==> src/rtl/instruction_encoder_if.sv <==
// Field/handshake bundle for instruction_encoder: decoded fields in, packed words out.
// The slave modport is the encoder's view and the master modport is the loader's view.
interface instruction_encoder_if #(
  parameter int DEPTH = 4
);
  localparam int CW = $clog2(DEPTH) + 1;

  logic          in_valid;
  logic          in_ready;
  logic [6:0]    op;
  logic [12:0]   off;
  logic [3:0]    c;
  logic [2:0]    t;
  logic [2:0]    f;
  logic [2:0]    pr;
  logic [3:0]    sa;
  logic [4:0]    pswb;
  logic [2:0]    dst;
  logic [2:0]    srccon;
  logic          wb;
  logic          rc;
  logic [7:0]    imbyte;
  logic          prpo;
  logic          dec;
  logic          inc;
  logic          clear;
  logic [15:0]   instr;
  logic          out_valid;
  logic          out_ready;
  logic [15:0]   addr;
  logic [CW-1:0] count;
  logic          flt;
  logic [6:0]    fltop;

  modport slave (
    input  in_valid, op, off, c, t, f, pr, sa, pswb, dst, srccon, wb, rc,
           imbyte, prpo, dec, inc, clear, out_ready,
    output in_ready, instr, out_valid, addr, count, flt, fltop
  );

  modport master (
    output in_valid, op, off, c, t, f, pr, sa, pswb, dst, srccon, wb, rc,
           imbyte, prpo, dec, inc, clear, out_ready,
    input  in_ready, instr, out_valid, addr, count, flt, fltop
  );
endinterface

==> src/rtl/instruction_encoder.sv <==
// Packs decoded XM-23 fields into 16-bit words, queues them in a FIFO and drains them with byte addresses.
// Optional macro ENC_RANGE_CHECK_EN: faults BRA/LDR/STR offsets that are not sign extensions of their field.
module instruction_encoder #(
  parameter int          DEPTH     = 4,
  parameter logic [15:0] BASE_ADDR = 16'h0000
) (
  input logic                  i_clk,
  input logic                  i_rst,
  instruction_encoder_if.slave bus
);
  localparam int AW = (DEPTH > 1) ? $clog2(DEPTH) : 1;
  localparam int CW = $clog2(DEPTH) + 1;

  logic [15:0]   r_mem [DEPTH];
  logic [AW-1:0] r_wrPtr;
  logic [AW-1:0] r_rdPtr;
  logic [CW-1:0] r_count;
  logic [15:0]   r_addr;
  logic          r_flt;
  logic [6:0]    r_fltOp;

  logic [15:0] w_word;
  logic        w_opOk;
  logic [3:0]  w_aluIdx;
  logic [1:0]  w_movIdx;
  logic        w_full;
  logic        w_empty;
  logic        w_accept;
  logic        w_push;
  logic        w_pop;
  logic        w_fault;

  // Low-bit arithmetic yields the ALU (ADD..BIS) and MOVL..MOVH sub-opcodes directly.
  assign w_aluIdx = bus.op[3:0] - 4'd7;
  assign w_movIdx = bus.op[1:0] - 2'd2;

  always_comb begin
    w_word = 16'h0000;
    w_opOk = 1'b1;
    case (bus.op) inside
      7'd0: w_word = {3'b000, bus.off};
      7'd1: begin
        w_word = {6'b001000, bus.off[9:0]};
`ifdef ENC_RANGE_CHECK_EN
        w_opOk = (bus.off[12:10] == {3{bus.off[9]}});
`endif
      end
      7'd2:  w_word = {6'b001001, bus.c, bus.t, bus.f};
      7'd3:  w_word = {13'h0500, bus.pr};
      7'd4:  w_word = {12'h281, bus.sa};
      7'd5:  w_word = {11'h141, bus.pswb};
      7'd6:  w_word = {11'h142, bus.pswb};
      [7'd7:7'd17]:
        w_word = {4'b0100, w_aluIdx, bus.rc, bus.wb, bus.srccon, bus.dst};
      7'd18: w_word = {8'h4C, 1'b0, bus.wb, bus.srccon, bus.dst};
      7'd19: w_word = {8'h4C, 1'b1, 1'b0, bus.srccon, bus.dst};
      7'd20: w_word = {8'h4D, 1'b0, bus.wb, 3'b000, bus.dst};
      7'd21: w_word = {8'h4D, 1'b1, bus.wb, 3'b000, bus.dst};
      7'd22: w_word = {13'h09C0, bus.dst};
      7'd23: w_word = {13'h09C1, bus.dst};
      7'd24, 7'd25:
        w_word = {5'b01011, bus.op[0], bus.prpo, bus.dec, bus.inc, bus.wb,
                  bus.srccon, bus.dst};
      [7'd26:7'd29]:
        w_word = {3'b011, w_movIdx, bus.imbyte, bus.dst};
      7'd30, 7'd31: begin
        w_word = {1'b1, bus.op[0], bus.off[6:0], bus.wb, bus.srccon, bus.dst};
`ifdef ENC_RANGE_CHECK_EN
        w_opOk = (bus.off[12:7] == {6{bus.off[6]}});
`endif
      end
      7'd32:   w_word = 16'h5000;
      default: w_opOk = 1'b0;
    endcase
  end

  assign w_full   = (r_count == CW'(DEPTH));
  assign w_empty  = (r_count == '0);
  assign w_accept = bus.in_valid & ~w_full;
  assign w_push   = w_accept & w_opOk;
  assign w_fault  = w_accept & ~w_opOk;
  assign w_pop    = ~w_empty & bus.out_ready;

  // Circular buffer; the address counter only moves when a word leaves.
  always_ff @(posedge i_clk or posedge i_rst) begin
    if (i_rst) begin
      for (int i = 0; i < DEPTH; i++) r_mem[i] <= 16'h0000;
      r_wrPtr <= '0;
      r_rdPtr <= '0;
      r_count <= '0;
      r_addr  <= BASE_ADDR;
    end else begin
      if (w_push) begin
        r_mem[r_wrPtr] <= w_word;
        r_wrPtr        <= r_wrPtr + AW'(1);
      end
      if (w_pop) begin
        r_rdPtr <= r_rdPtr + AW'(1);
        r_addr  <= r_addr + 16'd2;
      end
      if (w_push && !w_pop) begin
        r_count <= r_count + CW'(1);
      end else if (!w_push && w_pop) begin
        r_count <= r_count - CW'(1);
      end
    end
  end

  // A new fault wins over a simultaneous clear so it is never lost.
  always_ff @(posedge i_clk or posedge i_rst) begin
    if (i_rst) begin
      r_flt   <= 1'b0;
      r_fltOp <= 7'd0;
    end else if (w_fault) begin
      r_flt   <= 1'b1;
      r_fltOp <= bus.op;
    end else if (bus.clear) begin
      r_flt   <= 1'b0;
    end
  end

  assign bus.in_ready  = ~w_full;
  assign bus.out_valid = ~w_empty;
  assign bus.instr     = r_mem[r_rdPtr];
  assign bus.addr      = r_addr;
  assign bus.count     = r_count;
  assign bus.flt       = r_flt;
  assign bus.fltop     = r_fltOp;
endmodule

==> src/flat_wrapper.sv <==
// flat-port wrapper written by rule: the top's interface ports become plain ports
module instruction_encoder_flat 
#(
  parameter int          DEPTH     = 4,
  parameter logic [15:0] BASE_ADDR = 16'h0000
)
  (i_clk, i_rst, bus_in_valid, bus_op, bus_off, bus_c, bus_t, bus_f, bus_pr, bus_sa, bus_pswb, bus_dst, bus_srccon, bus_wb, bus_rc, bus_imbyte, bus_prpo, bus_dec, bus_inc, bus_clear, bus_out_ready, bus_in_ready, bus_instr, bus_out_valid, bus_addr, bus_count, bus_flt, bus_fltop);
  instruction_encoder_if #(.DEPTH(DEPTH)) bus_i ();
  input logic i_clk;
  input logic i_rst;
  input wire logic [$bits(bus_i.in_valid)-1:0] bus_in_valid;
  input wire logic [$bits(bus_i.op)-1:0] bus_op;
  input wire logic [$bits(bus_i.off)-1:0] bus_off;
  input wire logic [$bits(bus_i.c)-1:0] bus_c;
  input wire logic [$bits(bus_i.t)-1:0] bus_t;
  input wire logic [$bits(bus_i.f)-1:0] bus_f;
  input wire logic [$bits(bus_i.pr)-1:0] bus_pr;
  input wire logic [$bits(bus_i.sa)-1:0] bus_sa;
  input wire logic [$bits(bus_i.pswb)-1:0] bus_pswb;
  input wire logic [$bits(bus_i.dst)-1:0] bus_dst;
  input wire logic [$bits(bus_i.srccon)-1:0] bus_srccon;
  input wire logic [$bits(bus_i.wb)-1:0] bus_wb;
  input wire logic [$bits(bus_i.rc)-1:0] bus_rc;
  input wire logic [$bits(bus_i.imbyte)-1:0] bus_imbyte;
  input wire logic [$bits(bus_i.prpo)-1:0] bus_prpo;
  input wire logic [$bits(bus_i.dec)-1:0] bus_dec;
  input wire logic [$bits(bus_i.inc)-1:0] bus_inc;
  input wire logic [$bits(bus_i.clear)-1:0] bus_clear;
  input wire logic [$bits(bus_i.out_ready)-1:0] bus_out_ready;
  output wire logic [$bits(bus_i.in_ready)-1:0] bus_in_ready;
  output wire logic [$bits(bus_i.instr)-1:0] bus_instr;
  output wire logic [$bits(bus_i.out_valid)-1:0] bus_out_valid;
  output wire logic [$bits(bus_i.addr)-1:0] bus_addr;
  output wire logic [$bits(bus_i.count)-1:0] bus_count;
  output wire logic [$bits(bus_i.flt)-1:0] bus_flt;
  output wire logic [$bits(bus_i.fltop)-1:0] bus_fltop;
  assign bus_i.in_valid = bus_in_valid;
  assign bus_i.op = bus_op;
  assign bus_i.off = bus_off;
  assign bus_i.c = bus_c;
  assign bus_i.t = bus_t;
  assign bus_i.f = bus_f;
  assign bus_i.pr = bus_pr;
  assign bus_i.sa = bus_sa;
  assign bus_i.pswb = bus_pswb;
  assign bus_i.dst = bus_dst;
  assign bus_i.srccon = bus_srccon;
  assign bus_i.wb = bus_wb;
  assign bus_i.rc = bus_rc;
  assign bus_i.imbyte = bus_imbyte;
  assign bus_i.prpo = bus_prpo;
  assign bus_i.dec = bus_dec;
  assign bus_i.inc = bus_inc;
  assign bus_i.clear = bus_clear;
  assign bus_i.out_ready = bus_out_ready;
  assign bus_in_ready = bus_i.in_ready;
  assign bus_instr = bus_i.instr;
  assign bus_out_valid = bus_i.out_valid;
  assign bus_addr = bus_i.addr;
  assign bus_count = bus_i.count;
  assign bus_flt = bus_i.flt;
  assign bus_fltop = bus_i.fltop;
  instruction_encoder #(.DEPTH(DEPTH), .BASE_ADDR(BASE_ADDR)) u_core (.i_clk(i_clk), .i_rst(i_rst), .bus(bus_i));
endmodule
==> config.mk <==
export PLATFORM = sky130hd
export DESIGN_NAME = instruction_encoder_flat
export DESIGN_NICKNAME = d
export VERILOG_FILES = /design/src/rtl/instruction_encoder_if.sv /design/src/rtl/instruction_encoder.sv /design/src/flat_wrapper.sv
export SDC_FILE = /design/constraint.sdc
export NUM_CORES = 1
export LEC_CHECK = 0
export BUFFER_PORTS_ARGS = -buffer_cell sky130_fd_sc_hd__buf_2
export CORE_ASPECT_RATIO = 1.1
export CORE_MARGIN = 2
export CORE_UTILIZATION = 50
export CTS_CLUSTER_SIZE = 30
export DETAILED_ROUTE_END_ITERATION = 7
export GPL_TIMING_DRIVEN = 0
export PLACE_DENSITY = 0.73
export SLEW_MARGIN = 20
export SYNTH_ARGS = -nofsm -noshare
export SYNTH_HDL_FRONTEND = slang
export SYNTH_SLANG_ARGS = --single-unit
==> constraint.sdc <==
create_clock -name i_clk -period 8.9 [get_ports i_clk]
set_input_delay 1.335 -clock i_clk [delete_from_list [all_inputs] [get_ports i_clk]]
set_output_delay 1.335 -clock i_clk [all_outputs]
set_load 0.01 [all_outputs]
### Word level (Yosys, flattened, before mapping)

Index checks and enable logic that the tools add are counted.
Widths: inputs -> output; s select.

* add/subtract/negate cells: 7
* equal/unequal tests: 18
* magnitude comparators: 7
* reductions and logical operators: 13
* muxes and demuxes: 46
* bitwise gates (word level): 9

Operators with widths (count)
* $mux 16: 20
* $eq 7x5->1 const B: 10
* $bwmux 64: 1
* $bmux 16 s2: 1
* $demux 16 s2: 1
* $eq 7x3->1 const B: 3
* $mux 1: 20
* $add 16x2->16 const B: 1
* $mux 15: 1
* $eq 7x2->1 const B: 2
* $le 7x5->1 const B: 2
* $eq 7x1->1 const B: 1
* $eq 7x6->1 const B: 1
* $ge 7x3->1 const B: 1
* $ge 7x5->1 const B: 1
* $logic_not 7->1: 1
* $ge 3x3->1 const B: 2
* $mux 3: 2
* $not 2->3: 2
* $logic_and 1x1->1: 5
* $add 2x1->2 const B: 2
* $and 1x1->1: 4
* $reduce_bool 2->1: 2
* $reduce_or 2->1: 2
* other kinds (9): 12

* input port bits: 66
* word-level logic and storage cells: 110
* output and inout bits: 45
* flip-flop bits (word level): 95

### Longest topological paths before layout

Gate-level depths: netlist of the first run.

* depth after elaboration: 24
* mapped depth: 17
* gate-level depth less buffers: 13

### Worst setup path after synthesis of the first run

OpenSTA, ideal clock, no wires.

* kind: input to register
* start: in bus_op[0]
* end: reg u_core.r_count[1] (netlist: u_core.bus.count[1])
* slack: 4.910 ns
* data required time: 8.775 ns
* stages: 15
* data arrival time: 3.865 ns
* cell sequence: buf_2 inv_1 ha_1 buf_6 o21a_1 and2_0 buf_2 nand2b_1 buf_4 nor3_2 nor2b_2 ha_1 inv_1 fa_1 mux2_2

* word-level cells in the longest chain between the ends: 23

RTL lines
* from (decl): line flat_wrapper.sv:12 `input wire logic [$bits(bus_i.op)-1:0] bus_op;`
* parallel branches: the longest is 18 deep, another holds $ge 7x5->1
* $mux 1 (*): line instruction_encoder.sv:40 `case (bus.op) inside`
* $and 1x1->1 (*): line instruction_encoder.sv:80 `assign w_push = w_accept & w_opOk;`
* named net u_core.w_push: line instruction_encoder.sv:29 `logic w_push;`
* $logic_not 1->1: line instruction_encoder.sv:103 `end else if (!w_push && w_pop) begin`
* $logic_and 1x1->1: line instruction_encoder.sv:103
* $reduce_bool 2->1 (no source line)
* to (signal assigned): line instruction_encoder.sv:102 `r_count <= r_count + CW'(1);`
* to (signal assigned): line instruction_encoder.sv:104 `r_count <= r_count - CW'(1);`
* to (decl): line instruction_encoder.sv:17 `logic [CW-1:0] r_count;`

Mark *: on every way through the listed nets, which the timed path passes.
A chain may end at the register's enable or synchronous reset.

### Final worst setup path of the first run

* start: in bus_op[0]
* end: reg u_core.r_count[2] (netlist: u_core.bus.count[2])

Same word-level chain as after synthesis.

==> results of run 1 <==
-- registers in the layout, summed over array words and instances (netlist names) --
| register | flops |
|---|---|
| u_core.bus.addr | 15 |
| u_core.bus.count | 3 |
| u_core.bus.flt | 1 |
| u_core.bus.fltop | 7 |
| u_core.r_mem | 64 |
| u_core.r_rdPtr | 2 |
| u_core.r_wrPtr | 2 |
-- power breakdown --
part / switching, mW / internal, mW
Clock: 0.162 / 0.198
Sequential: 0.0906 / 0.566
Combinational: 0.298 / 0.280
-- path summary, 6_finish.rpt --
kind                       slack, ns  cells after the start                start                  end
min in group asynchronous       1.08                      2                i_rst   u_core.bus.addr[3]
setup reg to reg                6.43                      9  u_core.bus.count[0]  u_core.bus.count[2]
hold / removal                  0.47                      1  u_core.bus.addr[15]  u_core.bus.addr[15]
setup / recovery                4.64                     17            bus_op[0]  u_core.bus.count[2]
max in group asynchronous       7.16                      3                i_rst      u_core.r_mem[9]
hold reg to reg                 0.47                      1  u_core.bus.addr[15]  u_core.bus.addr[15]
-- synth_stat cells (8+ instances only) --
cell type	count	area, sq um
dfrtp_1	94	2350
nand2_1	73	274
o21ai_0	50	250
a21oi_1	40	200
nor2_1	40	150
nand3_1	20	100
buf_2	19	95.1
mux4_2	16	360
inv_1	14	52.6
xnor2_1	14	123
mux2_4	11	165
ha_1	10	125
and2_1	9	56.3
buf_6	8	90.1
clkbuf_1	8	30.0
xor2_1	8	70.1
-- metrics by stage --
step           std cells  cell area [sq um]  hold slack, ns  setup slack [ns]
2_1_floorplan        581               5730           0.443              4.91
3_3_place_gp         839               6460           0.456              4.27
3_5_place_dp         840               6480           0.462              4.38
4_1_cts              856               6760           0.471              4.71
5_1_grt              856               6760           0.480              4.47
6_report             856               6760           0.474              4.64
-- kinds of logic (layout without fill, tap and decap cells) --
family / Yosys count / after routing / synth area share (%)
XOR/XNOR: 22 / 22 / 3.36
flip-flops: 94 / 94 / 41.0
multiplexers: 31 / 31 / 9.93
buffers and inverters: 56 / 181 / 5.46
other: 1 / 1 / 0.0654
adder cells (fa/ha/maj): 11 / 11 / 2.53
AO/OA/AOI/OAI: 171 / 171 / 20.4
AND/OR/NAND/NOR: 195 / 195 / 17.2
-- placed cells by master, fill, tap and decap left out, types with 4 or more instances in the layout --
cell and instances:
a211o_1 5, nand3_1 20, inv_1 13, dfrtp_1 94, clkbuf_16 9, nor2_1 40, ha_1 10, buf_6 8
nand4_1 6, o22ai_1 4, buf_2 127, a211oi_1 4, xnor2_1 14, a31oi_1 5, buf_4 5, xor2_1 8
a2bb2oi_1 5, o21ai_0 50, a311oi_1 4, mux4_2 16, and2_1 9, o31a_1 5, clkbuf_1 10, a32oi_1 4
and3_1 4, nand2_1 73, a22oi_1 5, a21oi_1 40, mux2_4 11, nor3_1 6, o21ai_1 6
-- routing by layer --
layer | part of all wire [%] | GRT usage, % | vias to the layer above
met3 | 6.4 | 4.52 | 53
met1 | 40 | 35.0 | 2401
li1 | - | - | 2344
met5 | 0 | 0 | -
met4 | 5.0 | 16.9 | 0
met2 | 48 | 44.8 | 242
-- worst max-delay path, delay by kind of cell --
| family | cells | cell delay, ns |
|---|---|---|
| XOR/XNOR | 2 | 0.32 |
| AO/OA/AOI/OAI | 2 | 0.31 |
| buffers and inverters | 6 | 1.02 |
| AND/OR/NAND/NOR | 4 | 0.78 |
| adder cells (fa/ha/maj) | 3 | 0.75 |
-- area by class of cell --
cell class | instances | area [sq um]
Tap cell | 150 | 188
Timing Repair Buffer | 109 | 561
Clock buffer | 12 | 246
Buffer | 42 | 260
Inverter | 14 | 55.1
Sequential cell | 94 | 2350
Clock inverter | 4 | 31.3
Fill cell | 975 | 4580
Multi-Input combinational cell | 431 | 3070
==> flow_metrics.py, run 1 <==
metrics = {
    "status": {
        "status": "complete, no violations",
    },
    "synthesis": {
        "async_flop_share_pct": 100,
        "yosysWarnings": 0,
        "synth_edf_count": 0,
        "synth.distinct_cells": 82,
        "syn_area_sq_mm": 0.00573,
        "syn-instance-count": 581,
        "syn-num-nets": 658,
        "synth_ff_type": "dfrtp_1",
        "ys_seq_area_share_pct": 41.0,
        "synth.ff_latch_count": 94,
        "synth.avg_cell_area_sq_um": 9.87,
    },
    "clock_tree": {
        "clk_pin_slew_worst_paths_ns": 0.06,
        "cts_hold_buf": 0,
        "htree_levels": 3,
        "cts_root_buffer": "clkbuf_16",
        "cts.sinks": 94,
        "tritoncts": "done",
        "clk_path_buf_depth": 2,
        "post-cts-setup-buffer-count": 0,
        "cts_resized": 0,
        "clk_latency_ns": 0.34,
        "cts_buffers": 9,
    },
    "sta": {
        "fin_crit_sh_pct": 47.8,
        "clock-skew-final_ns": 0.00742,
        "setup_viol": 0,
        "relSlewSlack_pct": 39.5,
        "rsz0062_at_grt": "false",
        "finalHoldViolCount": 0,
        "fmax_mhz": 235,
        "slew_violations": 0,
        "worst_pin_slew_ns": 0.904,
        "setup_tns_ns": 0,
        "fin_crit_ns": 4.26,
    },
    "route": {
        "wirelength_mm": 16.8,
        "first_iter_violations": 320,
        "dr_total_vias": 5040,
        "first_pass_iters": 5,
        "wire_per_inst_um": 19.6,
        "drcViolationCount": 0,
        "ant_nets": 0,
        "vias_per_cell": 5.89,
    },
    "worst_hold_path": {
        "hp-class": "register to register",
    },
    "pwr": {
        "power_density_mw_per_mm2": 236,
        "finalPower_mw": 1.59,
        "peakVddDrop_v": 0.000115,
        "power.leakage_nw": 3.05,
    },
    "cells_and_area": {
        "drive_above_1_share_pct": 30.2,
        "antennaDiodeCount": 0,
        "final_util_pct": 59.6,
        "num-nets-final": 778,
        "syn2layout_area_growth_pct": 17.9,
    },
    "grt": {
        "grt_usage_pct": 27.6,
        "grt_overflow": 0,
        "grt_max_degree": 49,
        "grt_pass1_vias": 4961,
        "antenna_found_initial": 0,
        "grt_pass1_wl_mm": 25.9,
    },
    "worst_setup_path": {
        "worstSetupPathType": "primary input to register",
        "crit_chain": "buf_2 -> buf_2 -> inv_1 -> ha_1 -> buf_2 -> o21bai_1 -> nor2_1 -> a211o_1 -> buf_2 -> nor3_2 -> nor2b_2 -> ha_1 -> inv_1 -> fa_1 -> xor2_1 -> nor2_1 -> xor2_1",
        "cp_max_fo": 10,
        "critPathCaptureType": "register",
        "crit_path_frequent_cell": "buf_2",
        "critPathMaxStageDelay_ns": 0.40,
        "start_kind": "primary input",
        "cp_data_required_time_ns": 9.16,
        "cp_slowest_cell": "nor2_1",
        "cp.arrival_ns": 4.52,
    },
    "die": {
        "rows": 41,
        "die_w_um": 106,
        "start_util_pct": 50.6,
        "die_area_sq_mm": 0.0123,
        "core-area_sq_mm": 0.0113,
        "die_y_um": 116,
        "io_pins": 111,
    },
    "place": {
        "place.gp.congestion": 0.975,
        "hpwl_mm": 12.8,
        "port_buffers": 108,
    },
    "run": {
        "drv_cap": 0,
    },
}
No activity file was read; power rests on OpenSTA's default activity.
==> run 2: changes to the inputs <==
PLACE_DENSITY = 0.76   (was 0.73)
clock period = 3.45 ns   (was 8.9 ns; I/O delays follow)
==> flow_metrics.py, run 2 (synthesis results as in run 1) <==
metrics = {
    "cells_and_area": {
        "largest_reg_flops": 64,
        "syn2layout_area_growth_pct": 18.3,
        "drive_above_1_share_pct": 30.5,
        "num-nets-final": 778,
        "final_common_cell": "buf_2",
        "regMostFlops": "u_core.r_mem",
        "mostFrequentLayoutCells": "127 x buf_2, 94 x dfrtp_1, 73 x nand2_1",
        "multiInputGateArea_sq_mm": 0.00308,
        "antennaDiodeCount": 0,
        "ff_latch_area_sq_mm": 0.00235,
        "fillers": 962,
        "fin_area_sq_mm": 0.00678,
    },
    "worst_setup_path": {
        "cp_max_fo": 10,
        "critPathCaptureType": "register",
        "start_kind": "primary input",
        "cp_data_required_time_ns": 3.67,
        "worstSetupPathType": "primary input to register",
        "reg2reg_from": "u_core.bus.count[0]",
        "critPathLaunch": "bus_op[0]",
        "cp.arrival_ns": 3.53,
    },
    "place": {
        "port_buffers": 108,
        "placed_area_sq_mm": 0.00649,
        "place.gp.congestion": 1.02,
        "pre_cts_slack_ns": -0.231,
        "hpwl_mm": 12.6,
    },
    "grt": {
        "grt_usage_pct": 27.3,
        "grt_pass1_wl_mm": 25.7,
        "grt_overflow": 0,
        "antenna_found_initial": 0,
        "grt_pass1_vias": 5084,
        "grt_max_degree": 64,
    },
    "sta": {
        "layout_setup_ws_ns": 0.142,
        "clock-skew-final_ns": 0.00942,
        "fmax_mhz": 302,
        "finalHoldViolCount": 0,
        "fin_crit_ns": 3.31,
        "relSlewSlack_pct": 41.5,
        "worst_pin_slew_ns": 0.877,
        "setup_viol": 0,
        "rsz0062_at_grt": "false",
        "slew_violations": 0,
        "fin_crit_sh_pct": 95.9,
    },
    "run": {
        "drv_cap": 0,
    },
    "pwr": {
        "combinationalPowerShare_pct": 36.4,
        "internal_power_mw": 2.71,
        "power.leakage_nw": 3.07,
        "power_density_mw_per_mm2": 609,
        "net-switching-power_mw": 1.42,
        "sequentialPowerShare_pct": 41.2,
        "swShare_pct": 34.3,
        "pwr-share-clk_pct": 22.5,
        "peakVddDrop_v": 0.000299,
    },
    "route": {
        "first_iter_violations": 304,
        "first_pass_iters": 7,
        "wire_per_inst_um": 19.6,
        "drcViolationCount": 0,
        "ant_nets": 0,
        "wirelength_mm": 16.8,
        "vias_per_cell": 6.01,
        "dr_total_vias": 5145,
    },
    "clock_tree": {
        "tritoncts": "done",
        "clk_latency_ns": 0.34,
        "cts_hold_buf": 0,
        "post-cts-setup-buffer-count": 0,
        "cts.sinks": 94,
        "cts_resized": 0,
        "cts_root_buffer": "clkbuf_16",
        "htree_levels": 3,
        "clk_pin_slew_worst_paths_ns": 0.06,
        "cts_buffers": 9,
        "clk_path_buf_depth": 2,
    },
    "die": {
        "die_w_um": 106,
        "rows": 41,
        "core-area_sq_mm": 0.0113,
        "die_area_sq_mm": 0.0123,
        "io_pins": 111,
        "die_y_um": 116,
        "start_util_pct": 50.6,
    },
    "status": {
        "status": "complete, no violations",
    },
    "worst_hold_path": {
        "hp-class": "primary input to async pin",
    },
}
[run 2: area by class of cell]
| class | instances | area share, % |
|---|---|---|
| inverter | 14 | 0.812 |
| multi-input combinational | 431 | 45.4 |
| buffer | 42 | 3.84 |
| timing repair buffer | 109 | 8.38 |
| tap | 150 | 2.77 |
| clock buffer | 13 | 3.84 |
| sequential | 94 | 34.7 |
| clock inverter | 3 | 0.277 |
[run 2: power groups by stage]
stage	logic (mW)	registers (mW)	clock network (mW)
after floorplan	0.999	1.69	0
after global placement	1.45	1.68	0
after detailed placement	1.50	1.71	0
after CTS	1.52	1.70	0.940
after global routing	1.65	1.75	0.981
final	1.50	1.70	0.928
[run 2: metrics by stage]
stage / TNS (ns) / utilization (%) / power, mW / hold slack (ns) / cells
3_5_place_dp: -0.422 / 57.3 / 3.22 / 0.468 / 840
3_3_place_gp: -31.96 / 57.0 / 3.13 / 0.455 / 839
4_1_cts: 0 / 59.7 / 4.16 / 0.189 / 856
5_1_grt: 0 / 59.8 / 4.38 / 0.208 / 856
6_report: 0 / 59.8 / 4.13 / 0.184 / 856
2_1_floorplan: 0 / - / 2.69 / 0.443 / 581
[run 2: critical path: stages]
cell      delay, ns
buf_2          0.11
buf_2          0.22
inv_1          0.11
ha_1           0.20
buf_2          0.19
or2_1          0.22
buf_4          0.18
o211ai_4       0.25
nand3_4        0.22
nor3_4         0.26
nor2b_2        0.09
ha_1           0.22
inv_1          0.08
fa_1           0.40
mux2_2         0.27
[run 2: path summary, 6_finish.rpt]
check                                       to  slack, ns  cells past startpoint
setup / recovery           u_core.bus.count[1]       0.14                     15
hold / removal               u_core.r_rdPtr[0]       0.18                      2
setup reg to reg           u_core.bus.count[2]       0.96                      9
hold reg to reg                u_core.r_mem[1]       0.48                      2
max in group asynchronous     u_core.r_mem[25]       2.63                      3
min in group i_clk              u_core.bus.flt       0.44                      3
[run 2: layer usage]
layer,global-route usage [%],vias up,share of wire [%]
met1,32.7,2493,40
met3,4.85,47,6.8
li1,-,2345,-
met5,0,-,0
met4,13.8,0,4.0
met2,47.6,260,49
